$ cat src/rtl/i2s_msb_deserializer_if.sv
// Bundle of the serial receive stream (from the ADAT receive channel's I2S
// transmitter) and the parallel sample stream handed to the USB packetiser.
interface i2s_msb_deserializer_if #(
  parameter int SAMPLE_BITS = 24
);
  logic                   i2s_bclk_i;
  logic                   i2s_lrclk_i;
  logic                   i2s_data_i;
  logic                   i2s_running_i;
  logic [SAMPLE_BITS-1:0] sample_o;
  logic [2:0]             channel_o;
  logic                   sample_valid_o;
  logic                   frame_done_o;
  logic                   locked_o;
  logic                   framing_error_o;
  logic [7:0]             error_count_o;

  // Stream source side: drives the serial lines, observes the samples.
  modport master (
    output i2s_bclk_i, i2s_lrclk_i, i2s_data_i, i2s_running_i,
    input  sample_o, channel_o, sample_valid_o, frame_done_o,
    input  locked_o, framing_error_o, error_count_o
  );

  // Deserializer side: consumes the serial lines, produces the samples.
  modport slave (
    input  i2s_bclk_i, i2s_lrclk_i, i2s_data_i, i2s_running_i,
    output sample_o, channel_o, sample_valid_o, frame_done_o,
    output locked_o, framing_error_o, error_count_o
  );
endinterface

$ cat src/rtl/i2s_msb_deserializer.sv
// MSB-justified (left-justified) I2S/TDM deserializer. Samples data and LR on
// bit-clock rising edges detected in the system clock domain, rebuilds
// SAMPLE_BITS-wide samples per slot, tags them with the channel number and
// checks LR framing, resyncing in place on early edges and via SYNC on late
// edges.
module i2s_msb_deserializer #(
  parameter int SLOT_BITS      = 32,
  parameter int SAMPLE_BITS    = 24,
  parameter int SLOTS_PER_HALF = 4
) (
  input logic                   clk_i,
  input logic                   reset_i,
  i2s_msb_deserializer_if.slave bus
);

  localparam int BIT_W  = $clog2(SLOT_BITS);
  localparam int SLOT_W = $clog2(SLOTS_PER_HALF);
  localparam logic [BIT_W-1:0]  LAST_BIT  = BIT_W'(SLOT_BITS - 1);
  localparam logic [SLOT_W-1:0] LAST_SLOT = SLOT_W'(SLOTS_PER_HALF - 1);

  typedef enum logic [1:0] {IDLE, SYNC, RECEIVE} state_t;

  state_t                 state, state_nxt;
  logic                   bclk_q;
  logic                   lr_q;
  logic [BIT_W-1:0]       bit_cnt, bit_nxt;
  logic [SLOT_W-1:0]      slot_cnt, slot_nxt;
  logic [SAMPLE_BITS-1:0] shift_reg;
  logic                   shift_en;
  logic                   emit;
  logic                   err;
  logic                   rise;
  logic                   half_start;
  logic                   last_bit;
  logic [SLOT_W:0]        channel_d;

  logic [SAMPLE_BITS-1:0] sample;
  logic [2:0]             channel;
  logic                   sample_valid;
  logic                   frame_done;
  logic                   framing_error;
  logic [7:0]             error_count;

  function automatic logic [7:0] sat_inc(input logic [7:0] v);
    return (v == 8'hFF) ? v : v + 8'd1;
  endfunction

  assign rise       = bus.i2s_bclk_i & ~bclk_q;
  assign half_start = rise & (bus.i2s_lrclk_i != lr_q);
  // Counters sit on the last bit of the half: the only place an LR edge may land.
  assign last_bit   = (bit_cnt == LAST_BIT) && (slot_cnt == LAST_SLOT);
  assign channel_d  = {bus.i2s_lrclk_i, slot_cnt};

  // Bit-clock and LR history, tracked in every state so SYNC sees real edges
  always_ff @(posedge clk_i or posedge reset_i) begin
    if (reset_i) begin
      bclk_q <= 1'b0;
      lr_q   <= 1'b0;
    end else begin
      bclk_q <= bus.i2s_bclk_i;
      if (rise) lr_q <= bus.i2s_lrclk_i;
    end
  end

  // State and slot-position registers
  always_ff @(posedge clk_i or posedge reset_i) begin
    if (reset_i) begin
      state    <= IDLE;
      bit_cnt  <= '0;
      slot_cnt <= '0;
    end else begin
      state    <= state_nxt;
      bit_cnt  <= bit_nxt;
      slot_cnt <= slot_nxt;
    end
  end

  // Next-state, counter advance, capture and framing decisions per rise
  always_comb begin
    state_nxt = state;
    bit_nxt   = bit_cnt;
    slot_nxt  = slot_cnt;
    shift_en  = 1'b0;
    emit      = 1'b0;
    err       = 1'b0;
    case (state)
      IDLE: begin
        if (bus.i2s_running_i) state_nxt = SYNC;
      end
      SYNC: begin
        // Only a falling LR edge marks the start of channel 0.
        if (half_start && !bus.i2s_lrclk_i) begin
          state_nxt = RECEIVE;
          bit_nxt   = '0;
          slot_nxt  = '0;
          shift_en  = 1'b1;
        end
      end
      RECEIVE: begin
        if (half_start) begin
          // Any LR edge restarts the half; an early one drops the partial slot.
          bit_nxt  = '0;
          slot_nxt = '0;
          shift_en = 1'b1;
          err      = !last_bit;
        end else if (rise) begin
          if (last_bit) begin
            state_nxt = SYNC;
            err       = 1'b1;
          end else begin
            if (bit_cnt == LAST_BIT) begin
              bit_nxt  = '0;
              slot_nxt = slot_cnt + 1'b1;
            end else begin
              bit_nxt = bit_cnt + 1'b1;
            end
            shift_en = int'(bit_nxt) < SAMPLE_BITS;
            emit     = (bit_nxt == LAST_BIT);
          end
        end
      end
      default: state_nxt = IDLE;
    endcase
    // Losing the transmitter overrides everything, including a slot completing now.
    if (!bus.i2s_running_i) begin
      state_nxt = IDLE;
      shift_en  = 1'b0;
      emit      = 1'b0;
      err       = 1'b0;
    end
  end

  // Sample shift register, MSB first, filled from the LSB side
  always_ff @(posedge clk_i) begin
    if (shift_en) shift_reg <= {shift_reg[SAMPLE_BITS-2:0], bus.i2s_data_i};
  end

  // Registered outputs: sample capture, strobes and saturating error count
  always_ff @(posedge clk_i or posedge reset_i) begin
    if (reset_i) begin
      sample        <= '0;
      channel       <= '0;
      sample_valid  <= 1'b0;
      frame_done    <= 1'b0;
      framing_error <= 1'b0;
      error_count   <= '0;
    end else begin
      sample_valid  <= emit;
      frame_done    <= emit && (channel_d == {1'b1, LAST_SLOT});
      framing_error <= err;
      if (emit) begin
        sample  <= shift_reg;
        channel <= 3'(channel_d);
      end
      if (err) error_count <= sat_inc(error_count);
    end
  end

  assign bus.sample_o        = sample;
  assign bus.channel_o       = channel;
  assign bus.sample_valid_o  = sample_valid;
  assign bus.frame_done_o    = frame_done;
  assign bus.framing_error_o = framing_error;
  assign bus.error_count_o   = error_count;
  assign bus.locked_o        = (state == RECEIVE);

endmodule

$ cat src/flat_wrapper.sv
// flat-port wrapper written by rule: the top's interface ports become plain ports
module i2s_msb_deserializer_flat 
#(
  parameter int SLOT_BITS      = 32,
  parameter int SAMPLE_BITS    = 24,
  parameter int SLOTS_PER_HALF = 4
)
  (clk_i, reset_i, bus_i2s_bclk_i, bus_i2s_lrclk_i, bus_i2s_data_i, bus_i2s_running_i, bus_sample_o, bus_channel_o, bus_sample_valid_o, bus_frame_done_o, bus_locked_o, bus_framing_error_o, bus_error_count_o);
  i2s_msb_deserializer_if #(.SAMPLE_BITS(SAMPLE_BITS)) bus_i ();
  input logic clk_i;
  input logic reset_i;
  input wire logic [$bits(bus_i.i2s_bclk_i)-1:0] bus_i2s_bclk_i;
  input wire logic [$bits(bus_i.i2s_lrclk_i)-1:0] bus_i2s_lrclk_i;
  input wire logic [$bits(bus_i.i2s_data_i)-1:0] bus_i2s_data_i;
  input wire logic [$bits(bus_i.i2s_running_i)-1:0] bus_i2s_running_i;
  output wire logic [$bits(bus_i.sample_o)-1:0] bus_sample_o;
  output wire logic [$bits(bus_i.channel_o)-1:0] bus_channel_o;
  output wire logic [$bits(bus_i.sample_valid_o)-1:0] bus_sample_valid_o;
  output wire logic [$bits(bus_i.frame_done_o)-1:0] bus_frame_done_o;
  output wire logic [$bits(bus_i.locked_o)-1:0] bus_locked_o;
  output wire logic [$bits(bus_i.framing_error_o)-1:0] bus_framing_error_o;
  output wire logic [$bits(bus_i.error_count_o)-1:0] bus_error_count_o;
  assign bus_i.i2s_bclk_i = bus_i2s_bclk_i;
  assign bus_i.i2s_lrclk_i = bus_i2s_lrclk_i;
  assign bus_i.i2s_data_i = bus_i2s_data_i;
  assign bus_i.i2s_running_i = bus_i2s_running_i;
  assign bus_sample_o = bus_i.sample_o;
  assign bus_channel_o = bus_i.channel_o;
  assign bus_sample_valid_o = bus_i.sample_valid_o;
  assign bus_frame_done_o = bus_i.frame_done_o;
  assign bus_locked_o = bus_i.locked_o;
  assign bus_framing_error_o = bus_i.framing_error_o;
  assign bus_error_count_o = bus_i.error_count_o;
  i2s_msb_deserializer #(.SLOT_BITS(SLOT_BITS), .SAMPLE_BITS(SAMPLE_BITS), .SLOTS_PER_HALF(SLOTS_PER_HALF)) u_core (.clk_i(clk_i), .reset_i(reset_i), .bus(bus_i));
endmodule
$ cat config.mk
export PLATFORM = sky130hd
export DESIGN_NAME = i2s_msb_deserializer_flat
export DESIGN_NICKNAME = d
export VERILOG_FILES = /design/src/rtl/i2s_msb_deserializer_if.sv /design/src/rtl/i2s_msb_deserializer.sv /design/src/flat_wrapper.sv
export SDC_FILE = /design/constraint.sdc
export NUM_CORES = 1
export LEC_CHECK = 0
export ABC_AREA = 1
export CAP_MARGIN = 10
export CORE_MARGIN = 10
export CORE_UTILIZATION = 60
export DETAILED_ROUTE_END_ITERATION = 8
export DONT_BUFFER_PORTS = 1
export HOLD_SLACK_MARGIN = 0.03
export PLACE_DENSITY = 0.76
export SLEW_MARGIN = 20
export SYNTH_ARGS = -nofsm -noshare
export SYNTH_HDL_FRONTEND = slang
export SYNTH_SLANG_ARGS = --single-unit
$ cat constraint.sdc
create_clock -name clk_i -period 5.13 [get_ports clk_i]
set_clock_uncertainty 0.15 [all_clocks]
set_input_delay 0.7695 -clock clk_i [delete_from_list [all_inputs] [get_ports clk_i]]
set_output_delay 0.7695 -clock clk_i [all_outputs]
set_load 0.01 [all_outputs]
==> impl_metrics.yaml, run 1 <==
outcome:
  outcome: "finished clean"
cells_and_area:
  mostFrequentLayoutCells: "nand2_1, dfrtp_1, nand3_1"
  drive_gt1_share_pct: 7.278
  area_delta_synth_final_pct: 8.402
  finalNonFillerCells: 383
  final_common_cell: "nand2_1"
  antenna_cells: 0
  nets: 325
yosys:
  synth_cells: 306
  syn_nets: 320
  synth_seq_cells: 73
  synth_cell_types: 22
  synthArstFlopShare_pct: 67.12
  synth_warnings: 0
  synth_ff_type: "dfrtp_1"
  synth_top_cell_area_share_pct: 40.16
  synth_area_mm2: 0.003053
  syn-mean-instance-area_um2: 9.977
  synth-edff-count: 24
  ys_seq_area_share_pct: 63.77
  yosys.area.top_type: "dfrtp_1"
  synthTopCellsByArea: "dfrtp_1, edfxtp_1, nand2_1, nand3_1, ha_1"
cts:
  post_cts_buffers: 0
  clk_pin_slew_ps: 80
  clkLatencyLatePin_ps: 330
  cts_num_sinks: 73
  cts_tree: "done"
  cts_hold_buf: 0
  numCtsBuffers: 9
  cts_resized: 0
  htreeDepth: 3
  clk_path_buf_depth: 2
  cts_root_buf: "clkbuf_8"
place:
  pre_cts_ws_ps: 2465
  dpl.hpwl_mm: 3.778
  gp_congestion: 0.8307
  place_inst: 367
  port-buffer-count: 0
sta:
  rsz0062_at_grt: "false"
  finalMaxSlewViolations: 0
  worst-slew-pin-transition_ps: 848.9
  min_period_over_period_pct: 51.56
  fmaxAchievable_ghz: 0.3781
  period_needed_ps: 2645
  finalHoldViolCount: 0
  finalSetupViolations: 0
  setup_slack_ps: 2485
  fin_setup_tns_ps: 0
  whs_ps: 296.0
  slew_headroom_pct: 43.40
pwr:
  p_seq_share_pct: 51.2
  swShare_pct: 26.38
  max-vdd-ir-drop_uv: 206.7
  p_leak_nw: 1.608
  p_comb_share_pct: 11.7
  power.density_mw_per_mm2: 388.4
  p_clk_share_pct: 37.2
  p_int_mw: 0.9462
  p_sw_mw: 0.3391
critical_path:
  cp-end-kind: "register"
  timing.rr.start: "u_core.state[0]"
  cpMaxStageDelayCell: "nor2_4"
  reg2regPathDepth: 9
  cp_common_cell: "nand2_1"
  crit_chain: "inv_1, ha_1, nand2_1, nor2_1, nand4_1, nor2_4, nand2_4, nand2_1, nand2_1"
  timing.critical_path.buf_inv: 1
  setup.worst_path.start_class: "register"
  cp.required_ps: 5200
  crit_fanout: 28
  reg2reg_slack_ps: 2480
  worstPathArrival_ps: 2710
  critPathKind: "register to register"
  crit_family: "simple AND/OR/NAND/NOR gates"
  crit_start: "u_core.state[0]"
  r2r_end: "u_core.bus.channel_o[2]"
  crit_path_max_incr_delay_ps: 520
drt:
  wl_per_cell_um: 14.58
  vias: 2003
  via_per_inst: 5.230
  first_pass_iters: 4
  drc: 0
  antenna_left: 0
  wl_mm: 5.585
  drt_iter0_drc: 105
grt:
  grt_pass1_vias: 2010
  grt_max_degree: 50
  grt_overflow_total: 0
  grt.total_usage_pct: 14.38
  grt_antenna_before_repair: 0
  grt_pass1_wl_mm: 9.749
flow_run:
  drv_cap: 0
floorplanning:
  start_util_pct: 63.38
  die_y_um: 91.33
  rows: 25
  die-area_mm2: 0.008341
  chipWidth_um: 91.33
  core_mm2: 0.004817
  io_pins: 45
worst_hold_path:
  hold_path_class: "primary input to async pin"
==> layer usage <==
metal | up-vias | share of wire (%) | GRT usage, %
li1 | 1003 | - | -
met1 | 944 | 43 | 16.85
met2 | 51 | 48 | 22.97
met3 | 5 | 7.9 | 4.938
met4 | 0 | 1.1 | 7.441
met5 | - | 0 | 0
==> stage by stage <==
| step | util, % | cell area (um2) | power [mW] |
|---|---|---|---|
| finish | 68.70 | 3309 | 1.285 |
| global route | 68.70 | 3309 | 1.349 |
| CTS | 68.68 | 3308 | 1.293 |
| detailed placement | 64.31 | 3098 | 0.8192 |
| global placement | 64.31 | 3098 | 0.8131 |
| floorplan | - | 3053 | 0.7817 |
==> how the worst max path moves through the flow <==
stage          depth (start not counted)  slack [ps]                       to
3_5_place_dp                           9        2460  u_core.bus.sample_o[17]
2_1_floorplan                         11        2020      u_core.shift_reg[0]
6_report                               9        2480  u_core.bus.channel_o[2]
5_1_grt                                9        2070   u_core.bus.sample_o[4]
3_3_place_gp                           9        2570  u_core.bus.channel_o[2]
4_1_cts                                9        2420  u_core.bus.channel_o[2]
==> cells by family after synthesis <==
kind of cell,synth area share [%]
and+or+nand+nor,23.81
buffers and inverters,4.713
xor gates and xnor gates,2.295
adders and majority gates,3.279
DFF,63.77
AOI/OAI and AO/OA,2.131
==> final cells by class <==
| type | count | area [um2] |
|---|---|---|
| tap | 67 | 83.83 |
| clock inverter | 6 | 82.58 |
| inverter | 25 | 95.09 |
| timing repair buffer | 1 | 7.507 |
| multi-input combinational | 201 | 965.9 |
| fill | 391 | 1508 |
| clock buffer | 10 | 127.6 |
| sequential | 73 | 1947 |
==> synth_stat cells, types with 2 or more instances <==
| library cell | number |
|---|---|
| xor2_1 | 2 |
| nor2_1 | 14 |
| inv_1 | 22 |
| nand4_1 | 2 |
| nand3_1 | 44 |
| clkbuf_1 | 2 |
| edfxtp_1 | 24 |
| ha_1 | 8 |
| nand2_1 | 107 |
| o21ai_0 | 12 |
| buf_6 | 2 |
| inv_2 | 3 |
| dfrtp_1 | 49 |
| xnor2_1 | 6 |
| buf_4 | 2 |
==> power groups by stage <==
stage / logic, mW / registers [mW] / clock network (mW)
global placement: 0.145 / 0.668 / 0
floorplan: 0.119 / 0.662 / 0
detailed placement: 0.149 / 0.670 / 0
CTS: 0.151 / 0.658 / 0.484
finish: 0.150 / 0.658 / 0.478
global route: 0.174 / 0.662 / 0.513
Note: power is estimated with default switching activity, not from simulation.
==> inputs of run 2 (changes only) <==
CORE_UTILIZATION = 56   (was 60)
PLACE_DENSITY = 0.74   (was 0.76)
clock period = 2.4 ns   (was 5.13 ns; I/O delays follow)
==> impl_metrics.yaml, run 2 (synthesis results as in run 1) <==
pwr:
  p_sw_mw: 0.7769
  swShare_pct: 28.34
  p_clk_share_pct: 34.3
  p_comb_share_pct: 14.4
  p_leak_nw: 1.680
  power.density_mw_per_mm2: 776.6
  total_power_mw: 2.741
  max-vdd-ir-drop_uv: 485.8
  p_int_mw: 1.964
  p_seq_share_pct: 51.3
cts:
  cts_num_sinks: 73
  clk_pin_slew_ps: 80
  clk_path_buf_depth: 2
  cts_root_buf: "clkbuf_8"
  numCtsBuffers: 9
  htreeDepth: 3
  cts_tree: "done"
  clkLatencyLatePin_ps: 340
cells_and_area:
  fillers: 397
  nets: 341
  drive_gt1_share_pct: 13.86
  antenna_cells: 0
  area_delta_synth_final_pct: 15.61
  final_common_cell: "nand2_1"
  mostFrequentLayoutCells: "nand2_1, dfrtp_1, nand3_1"
  finalNonFillerCells: 402
drt:
  vias: 2128
  wl_mm: 6.186
  met2_length_mm: 3.094
  first_pass_iters: 4
  topRoutingLayerUsed: "met4"
  drt_iter0_drc: 123
  wl_met3_um: 421
  drc: 0
  antenna_left: 0
  via_per_inst: 5.294
  wirelength_met1_mm: 2.569
  wl_per_cell_um: 15.39
worst_hold_path:
  hp-start: "bus_i2s_running_i"
  hold_path_class: "primary input to register"
  min_path_cells: 2
  holdPathEnd: "u_core.state[0]"
sta:
  whs_ps: 47.54
  slew_headroom_pct: 58.37
  fin_setup_tns_ps: 0
  fmaxAchievable_ghz: 0.4341
  finalSetupViolations: 0
  finalHoldViolCount: 0
  finalMaxSlewViolations: 0
  worst-slew-pin-transition_ps: 624.5
  min_period_over_period_pct: 95.98
  period_needed_ps: 2304
critical_path:
  reg2regPathDepth: 12
  setup.worst_path.start_class: "register"
  critPathKind: "register to register"
  worstPathArrival_ps: 2220
  cp-end-kind: "register"
  crit_fanout: 6
  timing.rr.start: "u_core.bit_cnt[1]"
  reg2reg_slack_ps: 100
  cp.required_ps: 2320
  r2r_end: "u_core.shift_reg[19]"
flow_run:
  drv_cap: 0
floorplanning:
  rows: 26
  core_mm2: 0.005205
  die-area_mm2: 0.008805
  io_pins: 45
  die_y_um: 93.84
  chipWidth_um: 93.84
  start_util_pct: 58.65
grt:
  grt_max_degree: 50
  grt.total_usage_pct: 15.07
  grt_overflow_total: 0
  grt_pass1_vias: 2174
  grt_pass1_wl_mm: 10.47
  grt_antenna_before_repair: 0
place:
  place_inst: 376
  dpl.hpwl_mm: 4.083
  gp_congestion: 0.8653
  port-buffer-count: 0
outcome:
  outcome: "finished clean"
[run 2: what timing repair did]
item	in CTS	in global routing
hold endpoints to repair	52	0
gates resized for setup	0	12
hold buffers	4	0
buffers inserted	0	4
setup endpoints to repair	0	51
[run 2: through the flow]
step | util [%] | setup slack, ps | instance area, um2
final | 67.81 | 96.44 | 3530
after global routing | 67.81 | -17.82 | 3530
after global placement | 61.32 | 195.5 | 3192
after detailed placement | 61.32 | 95.07 | 3192
after floorplan | - | 27.23 | 3064
after CTS | 65.82 | 78.82 | 3426
[run 2: power groups by stage]
stage,Sequential [mW],Clock [mW],Combinational (mW)
after floorplan,1.42,0,0.261
after global routing,1.42,1.01,0.461
after global placement,1.43,0,0.349
final,1.41,0.940,0.396
after detailed placement,1.43,0,0.361
after CTS,1.41,0.966,0.370
[run 2: layout make-up]
cell class | instances | area (um2) | area share [%]
flip-flops and latches | 73 | 1947 | 55.16
multi-input cells | 201 | 1011 | 28.64
repair buffers | 17 | 196.4 | 5.565
clock buffers | 9 | 123.9 | 3.509
inverters | 25 | 93.84 | 2.659
well taps | 70 | 87.58 | 2.481
clock inverters | 7 | 70.07 | 1.985
[run 2: worst max path at each step]
stage                           start                    to  slack, ps  depth (start not counted)
floorplan           u_core.bit_cnt[0]   u_core.shift_reg[0]         30                         11
global placement    u_core.bit_cnt[0]  u_core.shift_reg[13]        200                         12
detailed placement  u_core.bit_cnt[0]  u_core.shift_reg[14]        100                         12
CTS                 u_core.bit_cnt[0]  u_core.shift_reg[23]         80                         12
global route        u_core.bit_cnt[1]  u_core.shift_reg[20]        -20                         12
finish              u_core.bit_cnt[1]  u_core.shift_reg[19]        100                         12
[run 2: per-layer routing]
layer  track usage, %  vias to the layer above
met2            24.71                       43
met5                0                        -
met4            8.101                        0
li1                 -                     1032
met1            16.54                     1044
met3            5.755                        9
[run 2: critical path, stage by stage, from the launching register on]
cell and delay [ps]:
dfrtp_1 430, ha_2 220, nand2_2 60, nor2_2 140, ha_4 210, inv_2 50, nor2_2 40, nand3_2 80
nand2_1 70, nand2_2 60, nand2_2 70, a21oi_4 260, clkbuf_16 200
==> inputs of run 3 (changes only) <==
CAP_MARGIN = 30   (was 10)
==> results of run 3 <==
Final layout, timing and power as in run 2 (identical DEF).
